[config.mk]
export PLATFORM = sky130hd
export DESIGN_NAME = task_dispatch_ctrl
export DESIGN_NICKNAME = d
export VERILOG_FILES = /design/src/rtl/task_dispatch_ctrl.sv
export SDC_FILE = /design/constraint.sdc
export NUM_CORES = 1
export LEC_CHECK = 0
export BUFFER_PORTS_ARGS = -buffer_cell sky130_fd_sc_hd__buf_2
export CORE_MARGIN = 3
export CORE_UTILIZATION = 50
export DETAILED_ROUTE_END_ITERATION = 6
export PLACE_DENSITY = 0.72
export SYNTH_ARGS = -nofsm -noshare
export SYNTH_HDL_FRONTEND = slang
export SYNTH_SLANG_ARGS = --single-unit
[constraint.sdc]
create_clock -name clk -period 4.6 [get_ports clk]
set_input_delay 0.69 -clock clk [delete_from_list [all_inputs] [get_ports clk]]
set_output_delay 0.69 -clock clk [all_outputs]
set_load 0.005 [all_outputs]
[src/rtl/task_dispatch_ctrl.sv]
// task_dispatch_ctrl: hands task descriptors to idle cores and times each run; define RR_SELECT_EN for round-robin core selection (default lowest-index idle core).
module task_dispatch_ctrl #(
  parameter int NUM_PROC = 3,
  parameter int ID_W     = 8,
  parameter int FLV_W    = 3,
  parameter int CYC_W    = 16
) (
  input  logic                      clk,
  input  logic                      reset,
  input  logic                      start,
  input  logic                      task_valid,
  output logic                      task_ready,
  input  logic                      task_last,
  input  logic [ID_W-1:0]           task_id,
  input  logic [FLV_W-1:0]          task_freq,
  input  logic [CYC_W-1:0]          task_cycles,
  output logic [NUM_PROC-1:0]       core_start,
  output logic [NUM_PROC*ID_W-1:0]  core_task,
  output logic [NUM_PROC*FLV_W-1:0] core_freq,
  output logic [NUM_PROC-1:0]       core_busy,
  output logic [NUM_PROC-1:0]       core_done,
  output logic                      sched_done,
  output logic [31:0]               makespan,
  output logic [ID_W-1:0]           tasks_dispatched
);
  localparam int IDX_W = NUM_PROC > 1 ? $clog2(NUM_PROC) : 1;
  typedef enum logic [1:0] {IDLE, RUN, DRAIN, DONE} state_t;
  state_t state_q, state_d;
  logic [NUM_PROC-1:0]             busy_q, start_q, done_q;
  logic [NUM_PROC-1:0][CYC_W-1:0]  cnt_q;
  logic [NUM_PROC-1:0][ID_W-1:0]   task_q;
  logic [NUM_PROC-1:0][FLV_W-1:0]  freq_q;
  logic [31:0]                     makespan_q;
  logic [ID_W-1:0]                 disp_q;
  logic [IDX_W-1:0]                sel, base;
  logic                            hs, run_act;
  int                              idx;
`ifdef RR_SELECT_EN
  logic [IDX_W-1:0] ptr_q;
  assign base = ptr_q;
  always_ff @(posedge clk or posedge reset)
    if (reset) ptr_q <= '0;
    else if (hs) ptr_q <= (sel == IDX_W'(NUM_PROC-1)) ? '0 : sel + 1'b1;
`else
  assign base = '0;
`endif
  // Scan downward so the idle core nearest to base is the last one written.
  always_comb begin
    sel = '0;
    idx = 0;
    for (int i = NUM_PROC-1; i >= 0; i--) begin
      idx = int'(base) + i;
      if (idx >= NUM_PROC) idx = idx - NUM_PROC;
      if (!busy_q[idx]) sel = IDX_W'(idx);
    end
  end
  always_ff @(posedge clk or posedge reset)
    if (reset) state_q <= IDLE;
    else state_q <= state_d;
  always_comb begin
    state_d = state_q;
    case (state_q)
      IDLE:  state_d = start ? RUN : IDLE;
      RUN:   state_d = (hs && task_last) ? DRAIN : RUN;
      DRAIN: state_d = (busy_q == '0) ? DONE : DRAIN;
      DONE:  state_d = IDLE;
    endcase
  end
  always_comb begin
    task_ready = (state_q == RUN) && !(&busy_q);
    sched_done = (state_q == DONE);
    run_act    = (state_q == RUN) || (state_q == DRAIN);
  end
  assign hs = task_valid && task_ready;
  always_ff @(posedge clk or posedge reset)
    if (reset) begin
      busy_q  <= '0;
      start_q <= '0;
      done_q  <= '0;
      cnt_q   <= '0;
      task_q  <= '0;
      freq_q  <= '0;
    end else begin
      for (int c = 0; c < NUM_PROC; c++) begin
        start_q[c] <= hs && (sel == IDX_W'(c));
        done_q[c]  <= busy_q[c] && (cnt_q[c] == CYC_W'(1));
        if (hs && (sel == IDX_W'(c))) begin
          cnt_q[c]  <= (task_cycles == '0) ? CYC_W'(1) : task_cycles;
          busy_q[c] <= 1'b1;
          task_q[c] <= task_id;
          freq_q[c] <= task_freq;
        end else if (busy_q[c]) begin
          cnt_q[c]  <= cnt_q[c] - 1'b1;
          busy_q[c] <= (cnt_q[c] != CYC_W'(1));
        end
      end
    end
  always_ff @(posedge clk or posedge reset)
    if (reset) begin
      makespan_q <= '0;
      disp_q     <= '0;
    end else if (state_q == IDLE && start) begin
      makespan_q <= '0;
      disp_q     <= '0;
    end else begin
      if (run_act && makespan_q != '1) makespan_q <= makespan_q + 1'b1;
      if (hs) disp_q <= disp_q + 1'b1;
    end
  assign core_start       = start_q;
  assign core_busy        = busy_q;
  assign core_done        = done_q;
  assign core_task        = task_q;
  assign core_freq        = freq_q;
  assign makespan         = makespan_q;
  assign tasks_dispatched = disp_q;
endmodule

==> flow_metrics.tcl <==
set metrics [dict create \
    status "completed" \
    crit_path_top_delay_cell "inv_1" \
    drt_iter0_markers 525 \
    die_area_um2 14800 \
    cts_sinks 132 \
    synthDistinctLibCells 63 \
    drt-pass1-iter-count 5 \
    syn_inst 713 \
    synth_nets 757 \
    total_power_mw 2.56 \
    area_delta_synth_final_pct 19.5 \
    yosysTopAreaCellShare_pct 49.3 \
    maxCapViolations 0 \
    critPathArrivalTime_ps 3150 \
    cpPeakStageDelay_ps 680 \
    tightest_slew_ps 1040 \
    nets 869 \
    io-pin-count 116 \
    dp_slack_ps 1700 \
    fin_area_um2 8010 \
    slew_headroom_pct 30.2 \
    critical_path_class "register to register" \
    cp.required_ps 4900 \
    wl_um 18400 \
    clk_transition_reported_paths_ps 60 \
    setup_tns_ps 0 \
    finalWeightedCongestion 0.910 \
    rsz0062_at_grt "false" \
    cellLeakagePower_nw 3.85 \
    synth_top_flop_cell "dfrtp_1" \
    overflow 0 \
    seqPwrFrac_pct 45.5 \
    htreeDepth 4 \
    initial_core_util_pct 52.0 \
    netSwitchingFraction_pct 21.2 \
    min_period_ps 2850 \
    ys_ff_latch 132 \
    regArea_um2 3300 \
    nFillCells 1086 \
    num_vias 5932 \
    fin_ws_ps 1750 \
    slew_viol_final 0 \
    antenna_left 0 \
    cp_max_fo 29 \
    power-per-cell-area_nw_per_um2 319 \
    synth-edff-count 0 \
    place_area_um2 7420 \
    yosysMostFrequentCell "nand2_1" \
    netSwitchingPower_mw 0.542 \
    cpMostUsedCell "inv_1" \
    p_clk_share_pct 52.3 \
    hold_viol_final 0 \
    seq_area_frac_synth_pct 49.3 \
    postSynth.asyncResetShare_pct 100 \
    postCtsHoldBufs 0 \
    intPower_mw 2.01 \
    finalCritPeriodShare_pct 62.0 \
    ir_drop_mv 0.223 \
    finalSetupViolations 0 \
    critPathCaptureType "register" \
    yosys_warnings 0 \
    start_kind "register" \
    postCtsSetupBuffers 0 \
    root_buffer "clkbuf_16" \
    rows 41 \
    core_area_um2 12900 \
    netlist_area_um2 6700 \
    grt_pass1_wl_um 30300 \
    hold_class "input pin to async pin" \
    die_y_um 122 \
    synth_top_area_cell "dfrtp_1" \
    yosys-top-cells-count "156 x nand2_1, 132 x dfrtp_1, 73 x nor2_1" \
    multi_input_area_um2 3190 \
    viasPerCell 5.87 \
    dp_hpwl_um 12900 \
    tritoncts "done" \
    cp_cell_sequence "inv_1, ha_1, nand2_1, a31oi_2, nand3_1, inv_1, nor2_1, a221oi_1" \
    cts_resized 0 \
    grt_max_degree 67 \
    routedWlPerCell_um 18.2 \
    insertion_delay_ps 420 \
    syn_area_per_cell_um2 9.40 \
    finClkSkew_ps 7.45 \
    drive_above_1_share_pct 20.5 \
    clockBufferDepth 2 \
    ys_top_cells_by_area "dfrtp_1 49%, nand2_1 8.7%, xnor2_1 4.4%" \
    antenna_found_initial 0 \
    grt_pass1_vias 5808 \
    die_w_um 122 \
    numCtsBuffers 17 \
    port_buffers 115 \
    combPwrFrac_pct 2.3 \
    grtUsageTotal_pct 25.9 \
    drc 0 \
    max_freq_ghz 0.351 \
]
cell usage in the layout, fill, tap and decap left out, types with 15 or more instances in the layout:
| cell | n |
|---|---|
| a21oi_1 | 16 |
| buf_2 | 115 |
| clkbuf_16 | 17 |
| dfrtp_1 | 132 |
| inv_1 | 19 |
| nand2_1 | 156 |
| nand3_1 | 26 |
| nor2_1 | 73 |
| nor3_1 | 15 |
| o21ai_0 | 23 |
| xnor2_1 | 34 |
final timing paths:
kind                          startpoint                   to  slack (ps)  cells after the start
setup / recovery                register            cnt_q[25]        1750                      8
hold / removal                     reset  tasks_dispatched[7]         450                      2
setup reg to reg                register            cnt_q[25]        1750                      8
hold reg to reg            core_task[20]        core_task[20]         480                      2
max in group asynchronous          reset            cnt_q[38]        3160                      3
min in group clk           core_task[20]        core_task[20]         480                      2
metrics by stage:
stage / cells / utilization (%) / hold slack (ps)
2_1_floorplan: 713 / - / 466
3_3_place_gp: 978 / 57.6 / 455
3_5_place_dp: 978 / 57.6 / 462
4_1_cts: 1010 / 62.2 / 464
5_1_grt: 1010 / 62.2 / 490
6_report: 1011 / 62.2 / 446
final cells by class:
cell class	instances	share of cell area, %
timing repair buffer	122	7.85
tap	172	2.69
clock inverter	8	1.23
multi-input combinational	530	39.9
inverter	22	1.06
sequential	132	41.3
clock buffer	24	6.02
antenna	1	0.0313
sequential cells by signal, summed over array words and instances (netlist names), named ones only:
register / count
core_freq: 9
makespan: 32
core_task: 24
core_start: 3
tasks_dispatched: 8
core_busy: 3
state_q: 1
core_done: 3
cnt_q: 48
power by group through the flow:
stage | Combinational [mW] | Sequential, mW | Clock [mW]
finish | 0.0577 | 1.16 | 1.34
global route | 0.0638 | 1.16 | 1.41
CTS | 0.0588 | 1.16 | 1.35
detailed placement | 0.0589 | 1.18 | 0
global placement | 0.0582 | 1.18 | 0
floorplan | 0.0188 | 1.18 | 0
layer usage:
layer  wire, um  track usage, %  up-vias
met5          0               0        -
met4        583            10.6        0
met3       1340            7.57       42
met2       8780            41.3      236
met1       7730            33.3     2889
li1           -               -     2765
cells by family (layout without fill, tap and decap cells):
kind of cell,Yosys count,in the layout,synth area share [%]
AO/OA/AOI/OAI,118,118,12.8
buffers and inverters,51,176,3.08
other,0,1,0
flip-flops,132,132,49.3
AND/OR/NAND/NOR,348,348,25.7
XOR/XNOR,46,46,6.01
multiplexers,6,6,0.915
adder cells (fa/ha/maj),12,12,2.24
worst max-delay path: cells and delay by family (launching register included):
family,cells,cell delay [ps]
simple gates,3,550
fa+ha+maj,1,220
buf+inv,2,780
flops,1,400
compound gates,2,780
Power figures use the tool's default switching activity.
